File: src/rtl/rv_fmt_pkg.sv
// rv_fmt_pkg: shared RV32 encoding definitions for the immediate encoder.
// Contents:
//   - opcode constants (ir[6:0]) for the supported major opcodes
//   - fmt_e enum for the instruction format families
//   - NOP constant emitted in place of words with an unknown opcode
//   - fmt_of(): opcode -> format classification
//   - imm_range_err(): flags immediates that do not fit the chosen format
package rv_fmt_pkg;

  localparam logic [6:0] OP_LOAD   = 7'b0000011;
  localparam logic [6:0] OP_IMM    = 7'b0010011;
  localparam logic [6:0] OP_JALR   = 7'b1100111;
  localparam logic [6:0] OP_STORE  = 7'b0100011;
  localparam logic [6:0] OP_BRANCH = 7'b1100011;
  localparam logic [6:0] OP_LUI    = 7'b0110111;
  localparam logic [6:0] OP_AUIPC  = 7'b0010111;
  localparam logic [6:0] OP_JAL    = 7'b1101111;
  localparam logic [6:0] OP_REG    = 7'b0110011;

  typedef enum logic [2:0] {
    FMT_R,
    FMT_I,
    FMT_S,
    FMT_B,
    FMT_U,
    FMT_J,
    FMT_BAD
  } fmt_e;

  localparam logic [31:0] NOP = 32'h00000013;

  function automatic fmt_e fmt_of(input logic [6:0] op);
    fmt_e f;
    case (op)
      OP_LOAD, OP_IMM, OP_JALR: f = FMT_I;
      OP_STORE:                 f = FMT_S;
      OP_BRANCH:                f = FMT_B;
      OP_LUI, OP_AUIPC:         f = FMT_U;
      OP_JAL:                   f = FMT_J;
      OP_REG:                   f = FMT_R;
      default:                  f = FMT_BAD;
    endcase
    return f;
  endfunction

  // B and J immediates are already in halfword units, so B only has 12
  // significant bits and J has 20; U carries the upper 20 bits only.
  function automatic logic imm_range_err(input fmt_e f, input logic [31:0] imme);
    logic e;
    case (f)
      FMT_I, FMT_S, FMT_B: e = (imme[31:12] != 20'd0);
      FMT_U:               e = (imme[11:0] != 12'd0);
      FMT_J:               e = (imme[31:20] != 12'd0);
      FMT_R:               e = 1'b0;
      default:             e = 1'b1;
    endcase
    return e;
  endfunction

endpackage

File: src/rtl/imm_enc_pack.sv
// imm_enc_pack: purely combinational packing of instruction fields into an
// RV32 instruction word according to the format family.
// Ports:
//   fmt     in  format family (FMT_BAD yields a NOP)
//   opcode  in  7-bit major opcode, placed in ir[6:0]
//   rd, rs1, rs2, funct3, funct7  in  register and function fields
//   imme    in  32-bit immediate in the core's immediate format
//   ir      out packed 32-bit instruction
import rv_fmt_pkg::*;

module imm_enc_pack (
  input  fmt_e        fmt,
  input  logic [6:0]  opcode,
  input  logic [4:0]  rd,
  input  logic [4:0]  rs1,
  input  logic [4:0]  rs2,
  input  logic [2:0]  funct3,
  input  logic [6:0]  funct7,
  input  logic [31:0] imme,
  output logic [31:0] ir
);

  // Out-of-range immediate bits simply fall off here; the error flag is
  // produced separately in stage 1.
  always_comb begin
    ir = NOP;
    case (fmt)
      FMT_I: ir = {imme[11:0], rs1, funct3, rd, opcode};
      FMT_S: ir = {imme[11:5], rs2, rs1, funct3, imme[4:0], opcode};
      FMT_B: ir = {imme[11], imme[9:4], rs2, rs1, funct3, imme[3:0], imme[10], opcode};
      FMT_U: ir = {imme[31:12], rd, opcode};
      FMT_J: ir = {imme[19], imme[9:0], imme[10], imme[18:11], rd, opcode};
      FMT_R: ir = {funct7, rs2, rs1, funct3, rd, opcode};
      default: ir = NOP;
    endcase
  end

endmodule

File: src/rtl/imm_enc.sv
// imm_enc: two-stage valid/ready instruction encoder. Stage 1 registers the
// request, classifies the opcode and computes the range error; stage 2
// registers the packed instruction word and its error flag.
// Optional feature macro: IMM_ENC_STATS_EN (saturating emitted/error counters).
// Ports:
//   clk, rst            clock (rising edge), async active-high reset
//   in_valid/in_ready   request handshake
//   opcode, rd, rs1, rs2, funct3, funct7, imme   request fields
//   out_valid/out_ready result handshake
//   ir, out_err         encoded word and its range/opcode error flag
//   enc_cnt, err_cnt    words / errored words emitted (zero without the macro)
import rv_fmt_pkg::*;

module imm_enc #(
  parameter int CNT_W = 16
) (
  input  logic             clk,
  input  logic             rst,
  input  logic             in_valid,
  output logic             in_ready,
  input  logic [6:0]       opcode,
  input  logic [4:0]       rd,
  input  logic [4:0]       rs1,
  input  logic [4:0]       rs2,
  input  logic [2:0]       funct3,
  input  logic [6:0]       funct7,
  input  logic [31:0]      imme,
  output logic             out_valid,
  input  logic             out_ready,
  output logic [31:0]      ir,
  output logic             out_err,
  output logic [CNT_W-1:0] enc_cnt,
  output logic [CNT_W-1:0] err_cnt
);

  logic        s1_valid;
  fmt_e        s1_fmt;
  logic        s1_err;
  logic [6:0]  s1_opcode;
  logic [4:0]  s1_rd;
  logic [4:0]  s1_rs1;
  logic [4:0]  s1_rs2;
  logic [2:0]  s1_funct3;
  logic [6:0]  s1_funct7;
  logic [31:0] s1_imme;
  logic [31:0] packed_ir;
  logic        s1_adv;
  logic        accept;

  // Stage 1 may hand over whenever stage 2 is empty or draining this cycle,
  // which gives flow-through backpressure and one word per cycle.
  assign s1_adv   = !out_valid || out_ready;
  assign in_ready = !s1_valid || s1_adv;
  assign accept   = in_valid && in_ready;

  always_ff @(posedge clk or posedge rst) begin
    if (rst) begin
      s1_valid  <= 1'b0;
      s1_fmt    <= FMT_BAD;
      s1_err    <= 1'b0;
      s1_opcode <= 7'd0;
      s1_rd     <= 5'd0;
      s1_rs1    <= 5'd0;
      s1_rs2    <= 5'd0;
      s1_funct3 <= 3'd0;
      s1_funct7 <= 7'd0;
      s1_imme   <= 32'd0;
    end else if (accept) begin
      s1_valid  <= 1'b1;
      s1_fmt    <= fmt_of(opcode);
      s1_err    <= imm_range_err(fmt_of(opcode), imme);
      s1_opcode <= opcode;
      s1_rd     <= rd;
      s1_rs1    <= rs1;
      s1_rs2    <= rs2;
      s1_funct3 <= funct3;
      s1_funct7 <= funct7;
      s1_imme   <= imme;
    end else if (s1_adv) begin
      s1_valid  <= 1'b0;
    end
  end

  imm_enc_pack u_pack (
    .fmt    (s1_fmt),
    .opcode (s1_opcode),
    .rd     (s1_rd),
    .rs1    (s1_rs1),
    .rs2    (s1_rs2),
    .funct3 (s1_funct3),
    .funct7 (s1_funct7),
    .imme   (s1_imme),
    .ir     (packed_ir)
  );

  // ir/out_err are only reloaded from a valid stage 1, so they stay stable
  // throughout a downstream stall.
  always_ff @(posedge clk or posedge rst) begin
    if (rst) begin
      out_valid <= 1'b0;
      ir        <= 32'd0;
      out_err   <= 1'b0;
    end else if (s1_adv) begin
      out_valid <= s1_valid;
      if (s1_valid) begin
        ir      <= packed_ir;
        out_err <= s1_err;
      end
    end
  end

`ifdef IMM_ENC_STATS_EN
  logic out_hs;
  assign out_hs = out_valid && out_ready;

  always_ff @(posedge clk or posedge rst) begin
    if (rst) begin
      enc_cnt <= '0;
      err_cnt <= '0;
    end else if (out_hs) begin
      if (enc_cnt != '1) enc_cnt <= enc_cnt + 1'b1;
      if (out_err && (err_cnt != '1)) err_cnt <= err_cnt + 1'b1;
    end
  end
`else
  assign enc_cnt = '0;
  assign err_cnt = '0;
`endif

endmodule

File: config.mk
export PLATFORM = sky130hd
export DESIGN_NAME = imm_enc
export DESIGN_NICKNAME = d
export VERILOG_FILES = /design/src/rtl/rv_fmt_pkg.sv /design/src/rtl/imm_enc_pack.sv /design/src/rtl/imm_enc.sv
export SDC_FILE = /design/constraint.sdc
export NUM_CORES = 1
export LEC_CHECK = 0
export ABC_CLOCK_PERIOD_IN_PS = 5500
export BUFFER_PORTS_ARGS = -buffer_cell sky130_fd_sc_hd__buf_2
export CAP_MARGIN = 25
export CORE_MARGIN = 2
export CORE_UTILIZATION = 25
export DETAILED_ROUTE_END_ITERATION = 8
export GPL_TIMING_DRIVEN = 0
export HOLD_SLACK_MARGIN = 0.15
export SYNTH_ARGS = -nofsm -noshare
export SYNTH_HDL_FRONTEND = slang
export SYNTH_SLANG_ARGS = --single-unit
File: constraint.sdc
create_clock -name clk -period 5.5 [get_ports clk]
set_input_delay 1.1 -clock clk [delete_from_list [all_inputs] [get_ports clk]]
set_output_delay 1.1 -clock clk [all_outputs]
set_load 0.02 [all_outputs]
==> impl_metrics.tcl <==
set metrics [dict create \
    clockPowerShare 0.318 \
    synth_top_flop_cell "dfrtp_1" \
    finalCritPeriodShare 0.4789 \
    clk_pin_slew_ns 0.07 \
    ys_ff_latch 103 \
    slew_headroom 0.5556 \
    antenna_found_initial 1 \
    crit_fanout 4 \
    fill_cells 1996 \
    grt_usage 0.1298 \
    dieArea_mm2 0.02101 \
    tritoncts "done" \
    grt_pass1_wl_um 21050 \
    final_common_cell "buf_2" \
    viasPerCell 4.240 \
    crit_path_start_kind "primary input" \
    outcome "complete, no violations" \
    final_cell_mix "110 x buf_2, 101 x dfrtp_1, 71 x nand2_1" \
    rows 51 \
    hold_path_class "flop to flop" \
    synthSimpleGateAreaFrac 0.1045 \
    r2r_cells 6 \
    synth_top_family_by_area "multiplexers" \
    synth_cells 446 \
    setup_viol 0 \
    cts_resized 0 \
    worstPathArrival_ns 1.53 \
    power.switching_mw 0.6175 \
    die_w_um 145.0 \
    p_leak_nw 2.962 \
    critPathCaptureType "primary output" \
    core_mm2 0.01946 \
    ys_types 41 \
    drt_iter0_drc 177 \
    timing.rr.start "s1_fmt[1]" \
    cts.sinks 103 \
    reg2reg_slack_ns 3.74 \
    clock-root-buffer "clkbuf_16" \
    postCtsSetupBuffers 0 \
    path_class "primary input to primary output" \
    drv_slew 0 \
    num_vias 3655 \
    use_met3 0.03302 \
    drive_gt1_frac 0.3691 \
    drc_errors 0 \
    maxCapViolCount 0 \
    die_height_um 145.0 \
    place.port_buffers 102 \
    worst_ir_drop_vdd_v 0.0001375 \
    yosys_warnings 0 \
    synthXorXnorAreaFrac 0.003275 \
    synth_fa_ha_area_frac 0 \
    drt-total-wl_um 13380 \
    ys_seq_area_frac 0.5194 \
    firstDrtPassIters 4 \
    cts_buffers 9 \
    post_synth.cell_area_avg_um2 11.14 \
    grt-ovfl-total 0 \
    grt_pass1_vias 3679 \
    dpl.hpwl_um 10430 \
    fin_skew_ns 0.006670 \
    crit_end "in_ready" \
    switching_share 0.3000 \
    cp-startpoint "out_ready" \
    grtUsageMet1 0.1704 \
    seqPwrFrac 0.456 \
    dp_slack_ns 2.866 \
    fin_crit_ns 2.634 \
    cell_internal_pwr_mw 1.441 \
    tightest_slew_ns 0.6667 \
    netlist_area_mm2 0.004967 \
    ant_nets 0 \
    initial_core_util 0.2552 \
    clockBufferDepth 2 \
    gp_congestion 0.8044 \
    fmax_mhz 379.7 \
    insertion_delay_ns 0.35 \
    hold_viol 0 \
    globalRoute.busiestLayer "met2" \
    pwr-share-comb 0.226 \
    setup_ws_ns 2.866 \
    pin_count 135 \
    fin_tns_setup_ns 0 \
    power_density_mw_per_mm2 328.8 \
    ys_async_sr_fraction 1.000 \
    grt_max_degree 54 \
    worstPathRequired_ns 4.40 \
    area_delta_synth_final_pct 25.99 \
    hold_buffers 0 \
    synth_compound_area_frac 0.1343 \
    routedWlPerCell_um 15.52 \
    final_nets 659 \
    rsz0062_at_grt "false" \
    grt_use_met2 0.2105 \
    synth_edf_count 0 \
    cts_max_level 3 \
    synth_mux_area_frac 0.1458 \
    timing.rr.end "ir[27]" \
]
-- logic make-up (layout without fill, tap and decap cells) --
kind of cell | Yosys count | count (layout)
other cells | 1 | 33
flops | 103 | 103
simple gates | 115 | 115
buf+inv | 72 | 191
mux | 59 | 59
compound gates | 95 | 95
xor+xnor | 1 | 1
-- stage by stage --
step           power (mW)  instances  utilization  hold slack, ns  area, µm²
2_1_floorplan       1.263        477            -          0.4394       5084
3_3_place_gp        1.415        844       0.3045          0.4578       5926
3_5_place_dp        1.426        845       0.3060          0.4647       5956
4_1_cts             2.084        861       0.3214          0.4821       6256
5_1_grt             2.160        861       0.3214          0.5099       6256
6_report            2.058        862       0.3216          0.4774       6259
-- Yosys cell counts, types with 6 or more instances --
| cell | n | area, µm² |
|---|---|---|
| buf_6 | 6 | 67.56 |
| nand2_1 | 71 | 266.5 |
| nor4_1 | 9 | 56.30 |
| buf_4 | 35 | 262.8 |
| o21ai_0 | 20 | 100.1 |
| inv_1 | 15 | 56.30 |
| nor2_1 | 17 | 63.81 |
| a221oi_1 | 6 | 52.55 |
| buf_2 | 8 | 40.04 |
| mux2_2 | 23 | 259.0 |
| o21a_1 | 14 | 105.1 |
| clkbuf_1 | 8 | 30.03 |
| dfrtp_1 | 101 | 2527 |
| o21ai_1 | 6 | 30.03 |
| a21oi_1 | 10 | 50.05 |
| mux2_4 | 21 | 315.3 |
| o221ai_1 | 14 | 122.6 |
| a22oi_1 | 11 | 82.58 |
| mux2i_1 | 15 | 150.1 |
-- per-layer routing --
layer | vias up | wire [µm]
li1 | 1793 | -
met1 | 1745 | 6095
met2 | 101 | 6208
met3 | 14 | 882
met4 | 2 | 182
met5 | - | 13
-- worst min path at each step --
stage | from | to | cells after the start
after floorplan | s1_err | out_err | 2
after global placement | out_err | out_err | 2
after detailed placement | s1_rs2[2] | s1_rs2[2] | 2
after CTS | s1_rs2[2] | s1_rs2[2] | 2
after global routing | ir[9] | ir[9] | 1
final | s1_rs2[2] | s1_rs2[2] | 2
-- flip-flops by register name (all words and copies together), names as in the netlist --
name       count
s1_funct7      7
s1_imme       32
s1_funct3      3
s1_rs1         5
s1_err         1
s1_fmt         3
s1_valid       1
ir            32
out_valid      1
s1_opcode      7
s1_rs2         5
s1_rd          5
out_err        1
-- critical path: stages --
cell	delay [ns]
buf_2	0.10
nand3b_4	0.16
buf_2	0.17
-- cell type report --
| type | count | area, µm² | area share |
|---|---|---|---|
| buffer | 57 | 400.4 | 0.06397 |
| antenna | 1 | 2.502 | 0.0003998 |
| clock inverter | 5 | 57.56 | 0.009196 |
| inverter | 15 | 58.81 | 0.009396 |
| clock buffer | 11 | 242.7 | 0.03878 |
| timing repair buffer | 103 | 538.0 | 0.08597 |
| tap | 265 | 331.6 | 0.05298 |
| sequential | 103 | 2580 | 0.4122 |
| multi-input combinational | 302 | 2047 | 0.3271 |
-- power groups by stage --
stage               sequential [mW]  clock, mW  combinational (mW)
floorplan                     0.991          0               0.272
global placement              0.951          0               0.465
detailed placement            0.953          0               0.473
CTS                           0.940      0.670               0.474
global route                  0.954      0.696               0.511
finish                        0.939      0.654               0.465
(Power assumes the default switching activity.)
